## src/rtl/urv_mem_writeback_if.sv

```systemverilog
// ============================================================================
// Module   : urv_mem_writeback_if
// Purpose  : Signal bundle between the X/W pipeline registers, the data
//            memory response path, the register file write port and the
//            execute-stage bypass, as seen by the uRV writeback stage.
// Revision : 1.0 - initial release
// ============================================================================
`default_nettype none

interface urv_mem_writeback_if;
  // W-stage instruction (from the X/W pipeline registers)
  logic        w_valid_i;
  logic        w_load_i;
  logic        w_store_i;
  logic [2:0]  w_fun_i;
  logic [31:0] w_dm_addr_i;
  logic [4:0]  w_rd_i;
  logic        w_rd_write_i;
  logic [1:0]  w_rd_source_i;
  logic [31:0] w_rd_value_i;
  logic [31:0] w_rd_shifter_i;
  logic [31:0] w_rd_multiply_i;
  logic [1:0]  w_ecc_flip_i;
  // Data memory response
  logic [31:0] dm_data_l_i;
  logic        dm_load_done_i;
  logic        dm_store_done_i;
  // Pipeline control
  logic        w_stall_req_o;
  logic        w_bus_err_o;
  // Register file write port
  logic [4:0]  rf_rd_o;
  logic [31:0] rf_rd_value_o;
  logic        rf_rd_write_o;
  logic [1:0]  rf_ecc_flip_o;
  // Bypass back to execute
  logic [4:0]  x_byp_rd_o;
  logic [31:0] x_byp_value_o;
  logic        x_byp_write_o;

  // Upstream / environment side
  modport master (
    output w_valid_i, w_load_i, w_store_i, w_fun_i, w_dm_addr_i, w_rd_i,
           w_rd_write_i, w_rd_source_i, w_rd_value_i, w_rd_shifter_i,
           w_rd_multiply_i, w_ecc_flip_i, dm_data_l_i, dm_load_done_i,
           dm_store_done_i,
    input  w_stall_req_o, w_bus_err_o, rf_rd_o, rf_rd_value_o, rf_rd_write_o,
           rf_ecc_flip_o, x_byp_rd_o, x_byp_value_o, x_byp_write_o
  );

  // Writeback stage side
  modport slave (
    input  w_valid_i, w_load_i, w_store_i, w_fun_i, w_dm_addr_i, w_rd_i,
           w_rd_write_i, w_rd_source_i, w_rd_value_i, w_rd_shifter_i,
           w_rd_multiply_i, w_ecc_flip_i, dm_data_l_i, dm_load_done_i,
           dm_store_done_i,
    output w_stall_req_o, w_bus_err_o, rf_rd_o, rf_rd_value_o, rf_rd_write_o,
           rf_ecc_flip_o, x_byp_rd_o, x_byp_value_o, x_byp_write_o
  );
endinterface

`default_nettype wire

```

## src/rtl/urv_mem_writeback.sv

```systemverilog
// ============================================================================
// Module   : urv_mem_writeback
// Purpose  : uRV writeback stage. Waits for data-memory completion (stalling
//            the pipeline meanwhile), aligns/extends load data, selects the
//            result source, drives the register-file write port and keeps a
//            one-cycle bypass copy of the last write for execute.
// Options  : URV_WB_TIMEOUT_EN - abort a memory wait after g_timeout_cycles
//            WAIT_MEM cycles and pulse w_bus_err_o.
// Revision : 1.0 - initial release
// ============================================================================
`default_nettype none

module urv_mem_writeback #(
  parameter int g_timeout_cycles = 16
) (
  input  logic                 clk_i,
  input  logic                 rst_i,
  urv_mem_writeback_if.slave   wb
);

  typedef enum logic [0:0] {
    ST_IDLE     = 1'b0,
    ST_WAIT_MEM = 1'b1
  } state_t;

  state_t      state_q, state_d;

  logic        mem_busy;
  logic        mem_done;
  logic        timeout_hit;
  logic [7:0]  lane_byte;
  logic [15:0] lane_half;
  logic [31:0] load_value;
  logic [31:0] alu_value;
  logic [31:0] rf_value;
  logic        rf_write;
  logic [1:0]  rf_ecc;

  logic [4:0]  x_byp_rd_q, x_byp_rd_d;
  logic [31:0] x_byp_value_q, x_byp_value_d;
  logic        x_byp_write_q, x_byp_write_d;

  // Address bits above the byte lane never influence the result.
  logic        unused_addr_bits;
  assign unused_addr_bits = ^wb.w_dm_addr_i[31:2];

  // Memory handshake status; a load takes priority over a store.
  always_comb begin
    mem_busy = wb.w_valid_i & (wb.w_load_i | wb.w_store_i);
    mem_done = wb.w_load_i ? wb.dm_load_done_i : wb.dm_store_done_i;
  end

  // Next FSM state: wait for the matching done, leave on done or timeout.
  always_comb begin
    state_d = state_q;
    case (state_q)
      ST_IDLE: begin
        if (mem_busy && !mem_done) begin
          state_d = ST_WAIT_MEM;
        end
      end
      ST_WAIT_MEM: begin
        if (!mem_busy || mem_done || timeout_hit) begin
          state_d = ST_IDLE;
        end
      end
      default: state_d = ST_IDLE;
    endcase
  end

`ifdef URV_WB_TIMEOUT_EN
  localparam logic [7:0] c_timeout_last = 8'(g_timeout_cycles - 1);

  logic [7:0] wait_cnt_q, wait_cnt_d;
  logic       bus_err_q, bus_err_d;

  // Count consecutive WAIT_MEM cycles; a done in the timeout cycle wins.
  always_comb begin
    timeout_hit = (state_q == ST_WAIT_MEM) && mem_busy && !mem_done &&
                  (wait_cnt_q == c_timeout_last);
    wait_cnt_d  = 8'd0;
    if ((state_q == ST_WAIT_MEM) && (state_d == ST_WAIT_MEM)) begin
      wait_cnt_d = wait_cnt_q + 8'd1;
    end
    bus_err_d   = timeout_hit;
  end

  // Wait counter and one-cycle bus-error pulse.
  always_ff @(posedge clk_i) begin
    if (rst_i) begin
      wait_cnt_q <= 8'd0;
      bus_err_q  <= 1'b0;
    end else begin
      wait_cnt_q <= wait_cnt_d;
      bus_err_q  <= bus_err_d;
    end
  end

  assign wb.w_bus_err_o = bus_err_q;
`else
  // Without the timeout a wait lasts until the memory answers.
  assign timeout_hit    = 1'b0;
  assign wb.w_bus_err_o = 1'b0;
`endif

  // Load lane selection and sign/zero extension.
  always_comb begin
    lane_byte = wb.dm_data_l_i[8*wb.w_dm_addr_i[1:0] +: 8];
    lane_half = wb.w_dm_addr_i[1] ? wb.dm_data_l_i[31:16] : wb.dm_data_l_i[15:0];
    case (wb.w_fun_i)
      3'b000:  load_value = {{24{lane_byte[7]}}, lane_byte};
      3'b001:  load_value = {{16{lane_half[15]}}, lane_half};
      3'b100:  load_value = {24'd0, lane_byte};
      3'b101:  load_value = {16'd0, lane_half};
      default: load_value = wb.dm_data_l_i;
    endcase
  end

  // Result source selection and register-file write qualification.
  always_comb begin
    case (wb.w_rd_source_i)
      2'd1:    alu_value = wb.w_rd_shifter_i;
      2'd2:    alu_value = wb.w_rd_multiply_i;
      default: alu_value = wb.w_rd_value_i;
    endcase
    rf_value = wb.w_load_i ? load_value : alu_value;
    // Stores never write; a timed-out load never sees its done.
    rf_write = !rst_i && wb.w_valid_i && wb.w_rd_write_i && (wb.w_rd_i != 5'd0) &&
               (!wb.w_load_i || wb.dm_load_done_i) &&
               !(wb.w_store_i && !wb.w_load_i) && !timeout_hit;
    rf_ecc   = rf_write ? wb.w_ecc_flip_i : 2'b00;
  end

  // Next values of the execute bypass registers: a copy of this cycle's write.
  always_comb begin
    x_byp_rd_d    = wb.w_rd_i;
    x_byp_value_d = rf_value;
    x_byp_write_d = rf_write;
  end

  // FSM state and bypass registers; the bypass keeps updating during stalls.
  always_ff @(posedge clk_i) begin
    if (rst_i) begin
      state_q       <= ST_IDLE;
      x_byp_rd_q    <= 5'd0;
      x_byp_value_q <= 32'd0;
      x_byp_write_q <= 1'b0;
    end else begin
      state_q       <= state_d;
      x_byp_rd_q    <= x_byp_rd_d;
      x_byp_value_q <= x_byp_value_d;
      x_byp_write_q <= x_byp_write_d;
    end
  end

  // Stall is combinational so a done in the first cycle costs nothing.
  assign wb.w_stall_req_o = !rst_i && mem_busy && !mem_done && !timeout_hit;

  assign wb.rf_rd_o       = wb.w_rd_i;
  assign wb.rf_rd_value_o = rf_value;
  assign wb.rf_rd_write_o = rf_write;
  assign wb.rf_ecc_flip_o = rf_ecc;

  assign wb.x_byp_rd_o    = x_byp_rd_q;
  assign wb.x_byp_value_o = x_byp_value_q;
  assign wb.x_byp_write_o = x_byp_write_q;

  // Execute never issues a load and a store together.
  a_no_load_and_store: assert property (@(posedge clk_i) disable iff (rst_i)
    !(wb.w_valid_i && wb.w_load_i && wb.w_store_i));

  // Timeout length must fit the 8-bit wait counter.
  a_timeout_range: assert property (@(posedge clk_i)
    (g_timeout_cycles >= 1) && (g_timeout_cycles <= 255));

endmodule

`default_nettype wire

```

## src/flat_wrapper.sv

```systemverilog
// flat-port wrapper written by rule: the top's interface ports become plain ports
module urv_mem_writeback_flat 
#(
  parameter int g_timeout_cycles = 16
)
  (clk_i, rst_i, wb_w_valid_i, wb_w_load_i, wb_w_store_i, wb_w_fun_i, wb_w_dm_addr_i, wb_w_rd_i, wb_w_rd_write_i, wb_w_rd_source_i, wb_w_rd_value_i, wb_w_rd_shifter_i, wb_w_rd_multiply_i, wb_w_ecc_flip_i, wb_dm_data_l_i, wb_dm_load_done_i, wb_dm_store_done_i, wb_w_stall_req_o, wb_w_bus_err_o, wb_rf_rd_o, wb_rf_rd_value_o, wb_rf_rd_write_o, wb_rf_ecc_flip_o, wb_x_byp_rd_o, wb_x_byp_value_o, wb_x_byp_write_o);
  urv_mem_writeback_if wb_i ();
  input  logic clk_i;
  input  logic rst_i;
  input wire logic [$bits(wb_i.w_valid_i)-1:0] wb_w_valid_i;
  input wire logic [$bits(wb_i.w_load_i)-1:0] wb_w_load_i;
  input wire logic [$bits(wb_i.w_store_i)-1:0] wb_w_store_i;
  input wire logic [$bits(wb_i.w_fun_i)-1:0] wb_w_fun_i;
  input wire logic [$bits(wb_i.w_dm_addr_i)-1:0] wb_w_dm_addr_i;
  input wire logic [$bits(wb_i.w_rd_i)-1:0] wb_w_rd_i;
  input wire logic [$bits(wb_i.w_rd_write_i)-1:0] wb_w_rd_write_i;
  input wire logic [$bits(wb_i.w_rd_source_i)-1:0] wb_w_rd_source_i;
  input wire logic [$bits(wb_i.w_rd_value_i)-1:0] wb_w_rd_value_i;
  input wire logic [$bits(wb_i.w_rd_shifter_i)-1:0] wb_w_rd_shifter_i;
  input wire logic [$bits(wb_i.w_rd_multiply_i)-1:0] wb_w_rd_multiply_i;
  input wire logic [$bits(wb_i.w_ecc_flip_i)-1:0] wb_w_ecc_flip_i;
  input wire logic [$bits(wb_i.dm_data_l_i)-1:0] wb_dm_data_l_i;
  input wire logic [$bits(wb_i.dm_load_done_i)-1:0] wb_dm_load_done_i;
  input wire logic [$bits(wb_i.dm_store_done_i)-1:0] wb_dm_store_done_i;
  output wire logic [$bits(wb_i.w_stall_req_o)-1:0] wb_w_stall_req_o;
  output wire logic [$bits(wb_i.w_bus_err_o)-1:0] wb_w_bus_err_o;
  output wire logic [$bits(wb_i.rf_rd_o)-1:0] wb_rf_rd_o;
  output wire logic [$bits(wb_i.rf_rd_value_o)-1:0] wb_rf_rd_value_o;
  output wire logic [$bits(wb_i.rf_rd_write_o)-1:0] wb_rf_rd_write_o;
  output wire logic [$bits(wb_i.rf_ecc_flip_o)-1:0] wb_rf_ecc_flip_o;
  output wire logic [$bits(wb_i.x_byp_rd_o)-1:0] wb_x_byp_rd_o;
  output wire logic [$bits(wb_i.x_byp_value_o)-1:0] wb_x_byp_value_o;
  output wire logic [$bits(wb_i.x_byp_write_o)-1:0] wb_x_byp_write_o;
  assign wb_i.w_valid_i = wb_w_valid_i;
  assign wb_i.w_load_i = wb_w_load_i;
  assign wb_i.w_store_i = wb_w_store_i;
  assign wb_i.w_fun_i = wb_w_fun_i;
  assign wb_i.w_dm_addr_i = wb_w_dm_addr_i;
  assign wb_i.w_rd_i = wb_w_rd_i;
  assign wb_i.w_rd_write_i = wb_w_rd_write_i;
  assign wb_i.w_rd_source_i = wb_w_rd_source_i;
  assign wb_i.w_rd_value_i = wb_w_rd_value_i;
  assign wb_i.w_rd_shifter_i = wb_w_rd_shifter_i;
  assign wb_i.w_rd_multiply_i = wb_w_rd_multiply_i;
  assign wb_i.w_ecc_flip_i = wb_w_ecc_flip_i;
  assign wb_i.dm_data_l_i = wb_dm_data_l_i;
  assign wb_i.dm_load_done_i = wb_dm_load_done_i;
  assign wb_i.dm_store_done_i = wb_dm_store_done_i;
  assign wb_w_stall_req_o = wb_i.w_stall_req_o;
  assign wb_w_bus_err_o = wb_i.w_bus_err_o;
  assign wb_rf_rd_o = wb_i.rf_rd_o;
  assign wb_rf_rd_value_o = wb_i.rf_rd_value_o;
  assign wb_rf_rd_write_o = wb_i.rf_rd_write_o;
  assign wb_rf_ecc_flip_o = wb_i.rf_ecc_flip_o;
  assign wb_x_byp_rd_o = wb_i.x_byp_rd_o;
  assign wb_x_byp_value_o = wb_i.x_byp_value_o;
  assign wb_x_byp_write_o = wb_i.x_byp_write_o;
  urv_mem_writeback #(.g_timeout_cycles(g_timeout_cycles)) u_core (.clk_i(clk_i), .rst_i(rst_i), .wb(wb_i));
endmodule
```

## config.mk

```make
export PLATFORM = sky130hd
export DESIGN_NAME = urv_mem_writeback_flat
export DESIGN_NICKNAME = d
export VERILOG_FILES = /design/src/rtl/urv_mem_writeback_if.sv /design/src/rtl/urv_mem_writeback.sv /design/src/flat_wrapper.sv
export SDC_FILE = /design/constraint.sdc
export NUM_CORES = 1
export LEC_CHECK = 0
export ABC_AREA = 1
export CAP_MARGIN = 40
export CORE_AREA = 2 2 102 104
export CTS_CLUSTER_DIAMETER = 40
export DETAILED_ROUTE_END_ITERATION = 12
export DIE_AREA = 0 0 104 106
export GPL_TIMING_DRIVEN = 0
export PLACE_DENSITY = 0.82
export RECOVER_POWER = 50
export SYNTH_ARGS = -nofsm -noshare
export SYNTH_HDL_FRONTEND = slang
export SYNTH_SLANG_ARGS = --single-unit
```

## constraint.sdc

```tcl
create_clock -name clk_i -period 1.7 [get_ports clk_i]
set_input_delay 0.17 -clock clk_i [delete_from_list [all_inputs] [get_ports clk_i]]
set_output_delay 0.17 -clock clk_i [all_outputs]
set_load 0.05 [all_outputs]
```

==> impl_metrics.env <==
export IMPL_gp_congestion=0.9006
export IMPL_internal_power_mw=2.203
export IMPL_core_um2=10000
export IMPL_hold_path_class="primary input to register"
export IMPL_clock_sinks=38
export IMPL_cts_buffers=5
export IMPL_synthDistinctLibCells=27
export IMPL_area_growth_pct=99.05
export IMPL_power_switching_mw=1.676
export IMPL_hold_depth=5
export IMPL_crit_arrival_ns=1.49
export IMPL_yosysWarnings=0
export IMPL_synth_seq_area_share_pct=25.18
export IMPL_dp_hpwl_um=11410
export IMPL_synth_compound_gate_area_share_pct=25.34
export IMPL_grt_pass1_vias=4448
export IMPL_cts_tree="built"
export IMPL_hold_end="u_core.wb.x_byp_value_o[23]$_SDFF_PP0_"
export IMPL_final_common_cell="clkdlybuf4s50_1"
export IMPL_hold_viol=0
export IMPL_crit_family="buffers and inverters"
export IMPL_min_period_ns=1.657
export IMPL_max_stage_delay_ns=0.87
export IMPL_drtPass1Iterations=5
export IMPL_rows=37
export IMPL_pwr_share_clk_pct=18.3
export IMPL_final_nets=955
export IMPL_power_density_nw_per_um2=645.0
export IMPL_vias_per_cell=4.946
export IMPL_pin_count=260
export IMPL_ant_nets=0
export IMPL_drive_above_1_share_pct=21.06
export IMPL_cpMaxStageDelayCell="dlygate4sd3_1"
export IMPL_antenna_found_initial=0
export IMPL_synth_top_family_by_area="simple AND/OR/NAND/NOR gates"
export IMPL_crit_buf_inv=1
export IMPL_place_inst=875
export IMPL_avgRoutedWirePerCell_um=16.62
export IMPL_stdcell_area_um2=6015
export IMPL_die_w_um=104
export IMPL_grt_max_degree=13
export IMPL_status="finished, final reports clean"
export IMPL_yosys_area_share_simple_pct=33.87
export IMPL_cap_viol_max_count=0
export IMPL_cp_max_fo=1
export IMPL_syn_inst=513
export IMPL_synth_xor_area_share_pct=0
export IMPL_drc_errors=0
export IMPL_synth_area_um2=3022
export IMPL_fin_crit_sh_pct=97.47
export IMPL_most_common_layout_cells="clkdlybuf4s50_1 (161), nand2_1 (153), a21oi_1 (69)"
export IMPL_endpoint_kind="output pin"
export IMPL_ir_drop_mv=0.3133
export IMPL_grt_overflow=0
export IMPL_syn_avg_cell_area_um2=5.890
export IMPL_clockRootBuffer="clkbuf_8"
export IMPL_clk_path_buf_depth=2
export IMPL_h_tree_depth=2
export IMPL_die_h_um=106
export IMPL_start_util_pct=30.22
export IMPL_synthAdderAreaFrac_pct=0.8282
export IMPL_finalSetupViolations=0
export IMPL_switching_share_pct=43.21
export IMPL_synth_fp_nets=695
export IMPL_crit_required_ns=1.53
export IMPL_crit_chain="dlygate4sd3_1"
export IMPL_track_usage_pct=26.29
export IMPL_seqPwrFrac_pct=25.2
export IMPL_place_area_um2=5478
export IMPL_slew_headroom_pct=58.75
export IMPL_ys_ff_latch=38
export IMPL_path_clk_slew_ns=0.09
export IMPL_portBuffers=226
export IMPL_stdcell_count=910
export IMPL_drtIter0Drc=250
export IMPL_finalMaxSlewViolations=0
export IMPL_cp_start_kind="register"
export IMPL_rsz0062_at_grt="false"
export IMPL_wl_um=15130
export IMPL_muxShareOfSynthArea_pct=0
export IMPL_p_comb_share_pct=56.5
export IMPL_worstMarginPinSlew_ns=0.6188
export IMPL_fmax_mhz=603.5
export IMPL_vias=4501
export IMPL_die_area_um2=11020
export IMPL_grt_pass1_wl_um=23110
export IMPL_antenna_cells=0
export IMPL_critPathKind="register to output pin"
export IMPL_power_leakage_nw=2.837
export IMPL_worstHoldStart="wb_dm_data_l_i[23]"
==> state kept, by name, indices dropped and copies added (netlist names) <==
signal                   flops
u_core.wb.x_byp_rd_o         5
u_core.wb.x_byp_value_o     32
u_core.wb.x_byp_write_o      1
==> logic make-up (layout without fill, tap and decap cells) <==
| family | Yosys count | count (layout) |
|---|---|---|
| other cells | 1 | 1 |
| buf+inv | 94 | 355 |
| simple gates | 250 | 250 |
| flops | 38 | 38 |
| fa+ha+maj | 2 | 2 |
| compound gates | 128 | 128 |
==> synthesized netlist by cell type <==
cell | n | area share, %
nand2_1 | 164 | 20
a21oi_1 | 70 | 12
inv_1 | 51 | 6.3
nor2_1 | 48 | 6.0
dfxtp_1 | 38 | 25
nand3_1 | 27 | 4.5
o21ai_0 | 19 | 3.1
a22o_1 | 17 | 4.9
clkbuf_1 | 16 | 2.0
buf_4 | 12 | 3.0
buf_2 | 10 | 1.7
o211ai_1 | 8 | 2.0
a31o_2 | 7 | 2.0
buf_6 | 4 | 1.5
nand2_2 | 4 | 0.83
o21ai_1 | 3 | 0.50
a21oi_2 | 2 | 0.58
ha_1 | 2 | 0.83
nand3_2 | 2 | 0.66
nor3_2 | 2 | 0.66
a2111oi_0 | 1 | 0.29
conb_1 | 1 | 0.12
inv_4 | 1 | 0.21
nand2_4 | 1 | 0.37
nor2_4 | 1 | 0.37
nor3_1 | 1 | 0.17
o21ai_2 | 1 | 0.29
==> power by group through the flow <==
| stage | Clock (mW) | Sequential, mW | Combinational [mW] |
|---|---|---|---|
| floorplan | 0 | 1.25 | 0.895 |
| CTS | 0.716 | 0.980 | 2.18 |
| global route | 0.740 | 0.985 | 2.31 |
| global placement | 0 | 0.997 | 1.98 |
| finish | 0.710 | 0.978 | 2.19 |
| detailed placement | 0 | 1.00 | 2.00 |
==> timing repair <==
| action | CTS | global route |
|---|---|---|
| gates cloned | 6 | 0 |
| setup buffers | 21 | 1 |
| resized for setup | 346 | 21 |
| hold buffers | 0 | 0 |
| pin swaps | 17 | 5 |
| setup endpoints to repair | 73 | 32 |
==> layer usage <==
metal	wire (µm)	global-route usage (%)
met1	5872	31.11
met2	7612	47.46
met3	1316	6.499
met4	325	6.853
met5	0	0
==> metrics by stage <==
step	hold WS, ns	setup TNS [ns]	worst slack [ns]	power [mW]	utilization (%)
finish	0.4080	0	0.04294	3.879	60.15
global placement	0.7221	-55.60	-1.318	2.978	54.78
CTS	0.4085	0	0.01383	3.875	60.02
global route	0.4196	0	0.003180	4.032	60.15
detailed placement	0.7171	-58.43	-1.343	3.000	54.78
floorplan	0.2770	-0.6491	-0.6491	2.145	-
==> cell type report <==
class	count	area, µm²
Buffer	41	327.8
Clock buffer	6	82.58
Clock inverter	2	12.51
Fill cell	941	3985
Inverter	52	202.7
Multi-Input combinational cell	381	1966
Sequential cell	38	760.7
Tap cell	136	170.2
Timing Repair Buffer	254	2492
==> how the worst max path moves through the flow <==
stage	end	depth (start not counted)	from	slack (ns)
2_1_floorplan	wb_w_stall_req_o	4	wb_w_load_i	-0.65
3_3_place_gp	wb_rf_rd_value_o[31]	12	wb_w_rd_source_i[0]	-1.32
3_5_place_dp	wb_rf_rd_value_o[9]	10	wb_w_rd_source_i[0]	-1.34
4_1_cts	wb_rf_rd_value_o[9]	9	wb_w_rd_source_i[1]	0.01
5_1_grt	u_core.wb.x_byp_value_o[24]$_SDFF_PP0_	4	rst_i	0.003
6_report	wb_x_byp_value_o[11]	1	u_core.wb.x_byp_value_o[11]$_SDFF_PP0_	0.04
Power figures use the tool's default switching activity.
